### src/rtl/alu_op_sequencer_if.sv
// Command/flag bundle between the execute sequencer, the main FSM and the ALU control decoder.
// Pure wiring, so it adds no latency.
// No backpressure: start is level-sampled while idle, and the decoder response is sampled after a fixed settle time.
interface alu_op_sequencer_if #(
  parameter int OP_W = 4
);
  logic            start;
  logic [5:0]      opcode;
  logic [5:0]      funct;
  logic            zero;
  logic            lt;
  logic            gt;
  logic            uc_control;
  logic [1:0]      uc_op;
  logic [OP_W-1:0] alu_op;
  logic            alu_op_valid;
  logic            busy;
  logic            done;
  logic            branch_taken;
  logic            illegal;
  logic            protocol_err;

  // Main FSM / datapath side: drives the instruction and the flags, and observes the results.
  modport master (
    output start, opcode, funct, zero, lt, gt, uc_control, uc_op,
    input  alu_op, alu_op_valid, busy, done, branch_taken, illegal, protocol_err
  );

  // Sequencer side.
  modport slave (
    input  start, opcode, funct, zero, lt, gt, uc_control, uc_op,
    output alu_op, alu_op_valid, busy, done, branch_taken, illegal, protocol_err
  );
endinterface

### src/rtl/alu_op_sequencer.sv
// Turns the latched opcode/funct into one or two ALUOp command cycles, then resolves the branch from the decoder response.
// Latency: done arrives 2+SETTLE_CYCLES cycles after the start cycle for single-issue ops, or 3+SETTLE_CYCLES for two-issue ops.
// No backpressure: start is ignored while busy, and a new start is accepted in the DONE cycle.
module alu_op_sequencer #(
  parameter int OP_W          = 4,
  parameter int SETTLE_CYCLES = 1
) (
  input logic               clk,
  input logic               reset,
  alu_op_sequencer_if.slave bus
);

  localparam logic [OP_W-1:0] OP_NOP  = OP_W'(4'h0);
  localparam logic [OP_W-1:0] OP_ADD  = OP_W'(4'h1);
  localparam logic [OP_W-1:0] OP_SUB  = OP_W'(4'h2);
  localparam logic [OP_W-1:0] OP_AND  = OP_W'(4'h3);
  localparam logic [OP_W-1:0] OP_SL1  = OP_W'(4'h5);
  localparam logic [OP_W-1:0] OP_SL2  = OP_W'(4'h6);
  localparam logic [OP_W-1:0] OP_SR   = OP_W'(4'h7);
  localparam logic [OP_W-1:0] OP_SRA1 = OP_W'(4'h8);
  localparam logic [OP_W-1:0] OP_SRA2 = OP_W'(4'h9);
  localparam logic [OP_W-1:0] OP_SLTI = OP_W'(4'hA);
  localparam logic [OP_W-1:0] OP_BEQ  = OP_W'(4'hB);
  localparam logic [OP_W-1:0] OP_BNE  = OP_W'(4'hC);
  localparam logic [OP_W-1:0] OP_BLE  = OP_W'(4'hD);
  localparam logic [OP_W-1:0] OP_BGT  = OP_W'(4'hE);
  localparam logic [OP_W-1:0] OP_LUI  = OP_W'(4'hF);

  // The counter holds the remaining SETTLE cycles minus one, so a value of 0 means this is the last one.
  localparam logic [2:0] SETTLE_LOAD = 3'(SETTLE_CYCLES - 1);

  typedef enum logic [2:0] {
    S_IDLE   = 3'd0,
    S_ISSUE1 = 3'd1,
    S_ISSUE2 = 3'd2,
    S_SETTLE = 3'd3,
    S_DONE   = 3'd4
  } state_t;

  state_t     state_q, state_d;
  logic [2:0] cnt_q, cnt_d;
  logic [5:0] opcode_q, opcode_d;
  logic [5:0] funct_q, funct_d;
  logic       taken_q, taken_d;
  logic       illegal_q, illegal_d;
  logic       perr_q, perr_d;

  logic [OP_W-1:0] cmd1, cmd2;
  logic            two_step;
  logic            dec_illegal;
  logic            is_branch;
  logic [1:0]      exp_uc_op;
  logic            br_cond;
  logic            resp_err;

  // Decode the latched instruction into its command steps.
  always_comb begin
    cmd1        = OP_NOP;
    cmd2        = OP_NOP;
    two_step    = 1'b0;
    dec_illegal = 1'b0;
    case (opcode_q)
      6'h00: begin
        case (funct_q)
          6'h20: cmd1 = OP_ADD;
          6'h22: cmd1 = OP_SUB;
          6'h24: cmd1 = OP_AND;
          6'h00, 6'h04: begin
            cmd1     = OP_SL1;
            cmd2     = OP_SL2;
            two_step = 1'b1;
          end
          6'h02: cmd1 = OP_SR;
          6'h03, 6'h07: begin
            cmd1     = OP_SRA1;
            cmd2     = OP_SRA2;
            two_step = 1'b1;
          end
          default: dec_illegal = 1'b1;
        endcase
      end
      6'h08, 6'h09, 6'h23, 6'h2B: cmd1 = OP_ADD;
      6'h0A:   cmd1 = OP_SLTI;
      6'h0F:   cmd1 = OP_LUI;
      6'h04:   cmd1 = OP_BEQ;
      6'h05:   cmd1 = OP_BNE;
      6'h06:   cmd1 = OP_BLE;
      6'h07:   cmd1 = OP_BGT;
      default: dec_illegal = 1'b1;
    endcase
    // The branch opcodes 0x04..0x07 map directly onto uc_op 00..11.
    is_branch = (opcode_q[5:2] == 4'b0001);
    exp_uc_op = opcode_q[1:0];
  end

  // Resolve the branch from the decoder-returned kind, and check the decoder answer against what was issued.
  always_comb begin
    case (bus.uc_op)
      2'b00:   br_cond = bus.zero;
      2'b01:   br_cond = ~bus.zero;
      2'b10:   br_cond = bus.zero | bus.lt;
      default: br_cond = bus.gt;
    endcase
    if (is_branch) begin
      resp_err = ~bus.uc_control | (bus.uc_op != exp_uc_op);
    end else begin
      resp_err = bus.uc_control;
    end
  end

  // Compute the next state, the settle countdown, the instruction latch and the results registered into DONE.
  always_comb begin
    state_d   = state_q;
    cnt_d     = cnt_q;
    opcode_d  = opcode_q;
    funct_d   = funct_q;
    taken_d   = 1'b0;
    illegal_d = 1'b0;
    perr_d    = 1'b0;
    case (state_q)
      S_IDLE, S_DONE: begin
        if (bus.start) begin
          opcode_d = bus.opcode;
          funct_d  = bus.funct;
          state_d  = S_ISSUE1;
        end else begin
          state_d = S_IDLE;
        end
      end
      S_ISSUE1: begin
        if (two_step) begin
          state_d = S_ISSUE2;
        end else begin
          state_d = S_SETTLE;
          cnt_d   = SETTLE_LOAD;
        end
      end
      S_ISSUE2: begin
        state_d = S_SETTLE;
        cnt_d   = SETTLE_LOAD;
      end
      S_SETTLE: begin
        if (cnt_q == 3'd0) begin
          state_d   = S_DONE;
          illegal_d = dec_illegal;
          perr_d    = resp_err;
          taken_d   = is_branch & ~resp_err & br_cond;
        end else begin
          cnt_d = cnt_q - 3'd1;
        end
      end
      default: state_d = S_IDLE;
    endcase
  end

  // State, counter, instruction latch and result registers; a synchronous reset clears all of them.
  always_ff @(posedge clk) begin
    if (reset) begin
      state_q   <= S_IDLE;
      cnt_q     <= 3'd0;
      opcode_q  <= 6'd0;
      funct_q   <= 6'd0;
      taken_q   <= 1'b0;
      illegal_q <= 1'b0;
      perr_q    <= 1'b0;
    end else begin
      state_q   <= state_d;
      cnt_q     <= cnt_d;
      opcode_q  <= opcode_d;
      funct_q   <= funct_d;
      taken_q   <= taken_d;
      illegal_q <= illegal_d;
      perr_q    <= perr_d;
    end
  end

  // Drive the command bus and the status flags from the current state.
  always_comb begin
    bus.alu_op       = OP_NOP;
    bus.alu_op_valid = 1'b0;
    if (state_q == S_ISSUE1) begin
      bus.alu_op       = cmd1;
      bus.alu_op_valid = 1'b1;
    end else if (state_q == S_ISSUE2) begin
      bus.alu_op       = cmd2;
      bus.alu_op_valid = 1'b1;
    end
    bus.busy         = (state_q == S_ISSUE1) || (state_q == S_ISSUE2) || (state_q == S_SETTLE);
    bus.done         = (state_q == S_DONE);
    bus.branch_taken = (state_q == S_DONE) & taken_q;
    bus.illegal      = (state_q == S_DONE) & illegal_q;
    bus.protocol_err = (state_q == S_DONE) & perr_q;
  end

endmodule
### src/flat_wrapper.sv
// flat-port wrapper written by rule: the top's interface ports become plain ports
module alu_op_sequencer_flat 
#(
  parameter int OP_W          = 4,
  parameter int SETTLE_CYCLES = 1
)
  (clk, reset, bus_start, bus_opcode, bus_funct, bus_zero, bus_lt, bus_gt, bus_uc_control, bus_uc_op, bus_alu_op, bus_alu_op_valid, bus_busy, bus_done, bus_branch_taken, bus_illegal, bus_protocol_err);
  alu_op_sequencer_if #(.OP_W(OP_W)) bus_i ();
  input logic clk;
  input logic reset;
  input wire logic [$bits(bus_i.start)-1:0] bus_start;
  input wire logic [$bits(bus_i.opcode)-1:0] bus_opcode;
  input wire logic [$bits(bus_i.funct)-1:0] bus_funct;
  input wire logic [$bits(bus_i.zero)-1:0] bus_zero;
  input wire logic [$bits(bus_i.lt)-1:0] bus_lt;
  input wire logic [$bits(bus_i.gt)-1:0] bus_gt;
  input wire logic [$bits(bus_i.uc_control)-1:0] bus_uc_control;
  input wire logic [$bits(bus_i.uc_op)-1:0] bus_uc_op;
  output wire logic [$bits(bus_i.alu_op)-1:0] bus_alu_op;
  output wire logic [$bits(bus_i.alu_op_valid)-1:0] bus_alu_op_valid;
  output wire logic [$bits(bus_i.busy)-1:0] bus_busy;
  output wire logic [$bits(bus_i.done)-1:0] bus_done;
  output wire logic [$bits(bus_i.branch_taken)-1:0] bus_branch_taken;
  output wire logic [$bits(bus_i.illegal)-1:0] bus_illegal;
  output wire logic [$bits(bus_i.protocol_err)-1:0] bus_protocol_err;
  assign bus_i.start = bus_start;
  assign bus_i.opcode = bus_opcode;
  assign bus_i.funct = bus_funct;
  assign bus_i.zero = bus_zero;
  assign bus_i.lt = bus_lt;
  assign bus_i.gt = bus_gt;
  assign bus_i.uc_control = bus_uc_control;
  assign bus_i.uc_op = bus_uc_op;
  assign bus_alu_op = bus_i.alu_op;
  assign bus_alu_op_valid = bus_i.alu_op_valid;
  assign bus_busy = bus_i.busy;
  assign bus_done = bus_i.done;
  assign bus_branch_taken = bus_i.branch_taken;
  assign bus_illegal = bus_i.illegal;
  assign bus_protocol_err = bus_i.protocol_err;
  alu_op_sequencer #(.OP_W(OP_W), .SETTLE_CYCLES(SETTLE_CYCLES)) u_core (.clk(clk), .reset(reset), .bus(bus_i));
endmodule
### config.mk
export PLATFORM = sky130hd
export DESIGN_NAME = alu_op_sequencer_flat
export DESIGN_NICKNAME = d
export VERILOG_FILES = /design/src/rtl/alu_op_sequencer_if.sv /design/src/rtl/alu_op_sequencer.sv /design/src/flat_wrapper.sv
export SDC_FILE = /design/constraint.sdc
export NUM_CORES = 1
export LEC_CHECK = 0
export ABC_AREA = 1
export CAP_MARGIN = 30
export CORE_MARGIN = 2
export CORE_UTILIZATION = 49
export CTS_CLUSTER_SIZE = 20
export DETAILED_ROUTE_END_ITERATION = 7
export GPL_TIMING_DRIVEN = 1
export PLACE_DENSITY = 0.77
export REMOVE_ABC_BUFFERS = 1
export SYNTH_ARGS = -nofsm -noshare
export SYNTH_HDL_FRONTEND = slang
export SYNTH_SLANG_ARGS = --single-unit
export TNS_END_PERCENT = 5
### constraint.sdc
create_clock -name clk -period 1.65 [get_ports clk]
set_input_delay 0.165 -clock clk [delete_from_list [all_inputs] [get_ports clk]]
set_output_delay 0.165 -clock clk [all_outputs]
set_load 0.03 [all_outputs]
# Yosys cells after proc, flatten, opt, wreduce, memory -nomap -nowiden
# Cells that the tools add are included.
op_classes:
  add_sub_neg: 1
  eq_ne: 28
  mux: 21
  n_bitwise: 12
  reduce_logical: 18
ops:
  columns: ["cell", "n"]
  rows:
  - ["$eq 6x3->1 const B", 6]
  - ["$pmux 4 s8", 1]
  - ["$eq 6x6->1 const B", 5]
  - ["$eq 6x4->1 const B", 4]
  - ["$pmux 4 s6", 1]
  - ["$eq 6x2->1 const B", 2]
  - ["$logic_not 6->1", 2]
  - ["$mux 4", 3]
  - ["$pmux 3 s4", 1]
  - ["$reduce_or 10->1", 1]
  - ["$mux 3", 3]
  - ["$pmux 3 s3", 1]
  - ["$mux 1", 8]
  - ["$pmux 4 s2", 1]
  - ["$reduce_or 4->1", 2]
  - ["$reduce_or 8->1", 1]
  - ["$eq 3x2->1 const B", 2]
  - ["$logic_not 3->1", 2]
  - ["$reduce_or 2->1", 3]
  - ["$and 1x1->1", 5]
  - ["$not 1->1", 5]
  - ["$eq 4x1->1 const B", 1]
  - ["$ne 2x2->1 const B", 2]
  - ["$eq 3x1->1 const B", 1]
  - ["other kinds (15)", 17]
totals:
  ff_bits: 21
  in_bits: 21
  out_inout_bits: 10
  wordCells: 87

# Logic depth before layout (Yosys ltp)
logic_depth:
  depth_word: 6
  depth_mapped: 9
  depth_no_buf: 9

# Worst setup path before layout
# Ideal clock, no wire load.
synth_timing:
  path_type: "register to output"
  start: "register u_core.state_q[1]"
  end: "output bus_branch_taken"
  arrival_ns: 1.541
  required_ns: 1.485
  setup_slack_ns: -0.056
  path_stages_with_launch: 6
  n_path_buf: 0
  cell_sequence: "dfxtp_1 > nor2_2 > inv_1 > nor2_1 > inv_1 > nor2_1"
synth_via:
  elab_chain_cells: 2
synth_lines:
  columns: ["item", "line", "source"]
  rows:
  - ["start: declaration", "alu_op_sequencer.sv:40", "state_t state_q, state_d;"]
  - ["start signal: assignment", "alu_op_sequencer.sv:167", "state_q <= state_d;"]
  - ["$eq 3x3->1", null, null]
  - ["named net bus_done", "flat_wrapper.sv:22", "output wire logic [$bits(bus_i.done)-1:0] bus_done;"]
  - ["$and 1x1->1", "alu_op_sequencer.sv:190", "bus.branch_taken = (state_q == S_DONE) & taken_q;"]
  - ["end: declaration", "flat_wrapper.sv:23", "output wire logic [$bits(bus_i.branch_taken)-1:0] bus_branch_taken;"]
# The timed path passes the listed nets, and every way through them passes these cells.

# Worst setup path in the final report
layout_timing:
  start: "register u_core.opcode_q[4]"
  end: "output bus_alu_op[2]"
layout_via:
  elab_chain_cells: 4
layout_lines:
  columns: ["item", "line", "source"]
  rows:
  - ["start: declaration", "alu_op_sequencer.sv:42", "logic [5:0] opcode_q, opcode_d;"]
  - ["start signal: assignment", "alu_op_sequencer.sv:169", "opcode_q <= opcode_d;"]
  - ["$eq 6x4->1, or another cell as far along", "alu_op_sequencer.sv:62", "case (opcode_q)"]
  - ["$reduce_or 4->1 / $mux 4 (equally long branches)", null, null]
  - ["$pmux 4 s8 / $mux 4 (equally long branches)", "alu_op_sequencer.sv:62, alu_op_sequencer.sv:184", null]
  - ["$mux 4 *", "alu_op_sequencer.sv:181", "if (state_q == S_ISSUE1) begin"]
  - ["end: declaration", "flat_wrapper.sv:19", "output wire logic [$bits(bus_i.alu_op)-1:0] bus_alu_op;"]
# Every way passes the cells marked *; elsewhere a longest branch is shown, timed or not.

==> results.json <==
{
  "status": "finished, violations left",
  "violations": "setup timing",
  "layoutNonFillerInstCount": 260,
  "worst-slew-pin-transition_ns": 0.379,
  "dr.pass1.iters": 5,
  "yosys.area_share.simple": 0.406,
  "rows": 18,
  "setup_tns_ns": -0.0200,
  "gp_congestion": 0.933,
  "critPathMostFrequentCell": "o21ai_1",
  "synth_top_cell_area_share": 0.326,
  "p_total_mw": 2.05,
  "vias": 1305,
  "viasPerCell": 5.02,
  "fin_ws_ns": -0.0104,
  "seqCellArea_um2": 439,
  "drv_cap": 0,
  "worstSetupEndpointType": "output port",
  "finalCriticalPeriod_ns": 1.66,
  "cp_data_required_time_ns": 1.48,
  "syn_area_per_cell_um2": 6.66,
  "cp_cell_sequence": "nor2_4 -> nand3_4 -> o21ai_1 -> a21oi_1 -> o21ai_1 -> buf_4",
  "postCtsHoldBufs": 0,
  "clkTransAtPathRegs_ns": 0.11,
  "dr.first_iter.drc_count": 39,
  "yosysUniqueCellTypes": 30,
  "cts_tree": "built",
  "drv_slew": 0,
  "routedWlPerCell_um": 10.8,
  "insertion_delay_ns": 0.30,
  "dp.cells": 253,
  "clock-sinks": 21,
  "layout_common_cells": "nor2_1 (31), nand2_1 (31), inv_1 (24), clkdlybuf4s50_1 (20), nand3_1 (16)",
  "p_leak_nw": 0.775,
  "h-tree-depth": 1,
  "grt_antenna_before_repair": 0,
  "synth-compound-area-share": 0.134,
  "clk_path_buf_depth": 2,
  "cp_max_fo": 5,
  "cts_root_buffer": "clkbuf_4",
  "cts_buffers": 3,
  "grt_pass1_vias": 1188,
  "slew_headroom": 0.747,
  "start_util": 0.521,
  "yosysTopAreaCell": "dfxtp_1",
  "netlist_instances": 194,
  "final_cell_area_um2": 1710,
  "clock_skew_ns": 0.00184,
  "synth-seq-area-share": 0.326,
  "cp_data_arrival_time_ns": 1.50,
  "max_stage_delay_ns": 0.36,
  "dp_hpwl_um": 2230,
  "synth_area_leaders": "dfxtp_1 (33%), nor2_1 (9.3%), nand2_1 (9.0%)",
  "place_area_um2": 1610,
  "crit_type": "flop to output port",
  "synth_edf_count": 0,
  "period_share": 1.01,
  "ios": 31,
  "grt_pass1_wl_um": 4850,
  "netlist_area_um2": 1290,
  "fmax_mhz": 602,
  "crit_slowest_cell": "dfxtp_2",
  "grt_overflow": 0,
  "synth-xor-area-share": 0.0136,
  "ys_warn_count": 0,
  "drive_gt1_frac": 0.222,
  "grt_max_degree": 20,
  "ir_worst_vdd_v": 0.000839,
  "multiInputGateArea_um2": 776,
  "final_nets": 254,
  "synth_ff_type": "dfxtp_1",
  "antennaDiodeCount": 0,
  "setup_viol": 2,
  "wirelength_um": 2810,
  "fillers": 221,
  "synthAdderAreaFrac": 0.0194,
  "drc": 0,
  "antenna_left": 0,
  "synth_top_family_by_area": "simple AND/OR/NAND/NOR gates",
  "synth_seq_cells": 21,
  "grt_usage": 0.190,
  "synthMuxAreaShare": 0,
  "port_buffers": 30,
  "fin_util": 0.692,
  "power.density_nw_per_um2": 1200,
  "dieWidth_um": 55.3,
  "core_um2": 2480,
  "crit_path_start_kind": "flop",
  "dieArea_um2": 3060,
  "die_h_um": 55.3,
  "hp-class": "input port to flop",
  "grt_setup_unrepaired": "yes",
  "ys_async_sr_fraction": 0,
  "area_growth_pct": 32.8,
  "hold_viol_final": 0
}
-- per-stage QoR --
stage,hold WS [ns],setup slack [ns]
finish,0.454,-0.0104
global route,0.471,-0.133
CTS,0.444,-0.111
detailed placement,0.479,0.120
global placement,0.464,0.151
floorplan,0.237,-0.0563
-- power breakdown --
| group | switching [mW] | internal [mW] | total [mW] | leakage [nW] |
|---|---|---|---|---|
| sequential | 0.112 | 0.622 | 0.733 | 0.177 |
| combinational | 0.632 | 0.436 | 1.07 | 0.584 |
| clock | 0.153 | 0.0943 | 0.248 | 0.0150 |
| total | 0.897 | 1.15 | 2.05 | 0.775 |
-- cells by family after synthesis --
group,count (synthesis)
buffers and inverters,33
XOR/XNOR,2
adder cells (fa/ha/maj),2
AND/OR/NAND/NOR,103
flip-flops,21
AO/OA/AOI/OAI,33
-- worst max-delay path: cells and delay by family (launching register included) --
family                 cells  cell delay (ns)
AND/OR/NAND/NOR            2             0.33
flip-flops                 1             0.36
buffers and inverters      1             0.18
AO/OA/AOI/OAI              3             0.32
-- flip-flops by register name, summed over array words and instances (netlist names) --
register	count
u_core.state_q	3
u_core.funct_q	6
u_core.cnt_q	3
u_core.perr_q	1
u_core.taken_q	1
u_core.illegal_q	1
u_core.opcode_q	6
-- cell usage after synthesis, types with 2 or more instances --
library cell and n:
nand3b_1 2, inv_2 3, or2_2 2, nand2_1 31, nor2_4 2, xnor2_1 2, o21ai_0 17, dfxtp_1 21
a21oi_1 12, nand3_1 17, nor2_2 5, nand3_2 2, a21boi_1 2, inv_1 26, nand4_1 2, nor2_1 32
buf_2 2, ha_1 2
-- timing repair --
item | 4_1_cts | 5_1_grt
buffers inserted | 0 | 3
pin swaps | 0 | 5
resized for setup | 12 | 19
cloned | 0 | 0
setup endpoints to repair | 6 | 7
-- layout make-up --
class                      instances  area share
clock buffer                       4      0.0153
tap                               30      0.0219
multi-input combinational        140       0.453
timing repair buffer              35       0.185
sequential                        21       0.256
inverter                          30      0.0693
-- metal layers --
layer	routed length [µm]	global-route usage
met1	1330	0.233
met2	1310	0.333
met5	0	0
met4	29	0.0662
met3	139	0.0304
-- final timing paths --
check,cells past startpoint,start,slack (ns),endpoint
min reg2reg,2,u_core.funct_q[1]$_SDFFE_PP0P_,0.48,u_core.funct_q[1]$_SDFFE_PP0P_
min,2,reset,0.45,u_core.state_q[1]$_SDFFE_PP0P_
max reg2reg,7,u_core.state_q[0]$_SDFFE_PP0P_,0.28,u_core.cnt_q[2]$_SDFFE_PP0P_
max,6,u_core.opcode_q[4]$_SDFFE_PP0P_,-0.01,bus_alu_op[2]
Power figures use the tool's default switching activity.
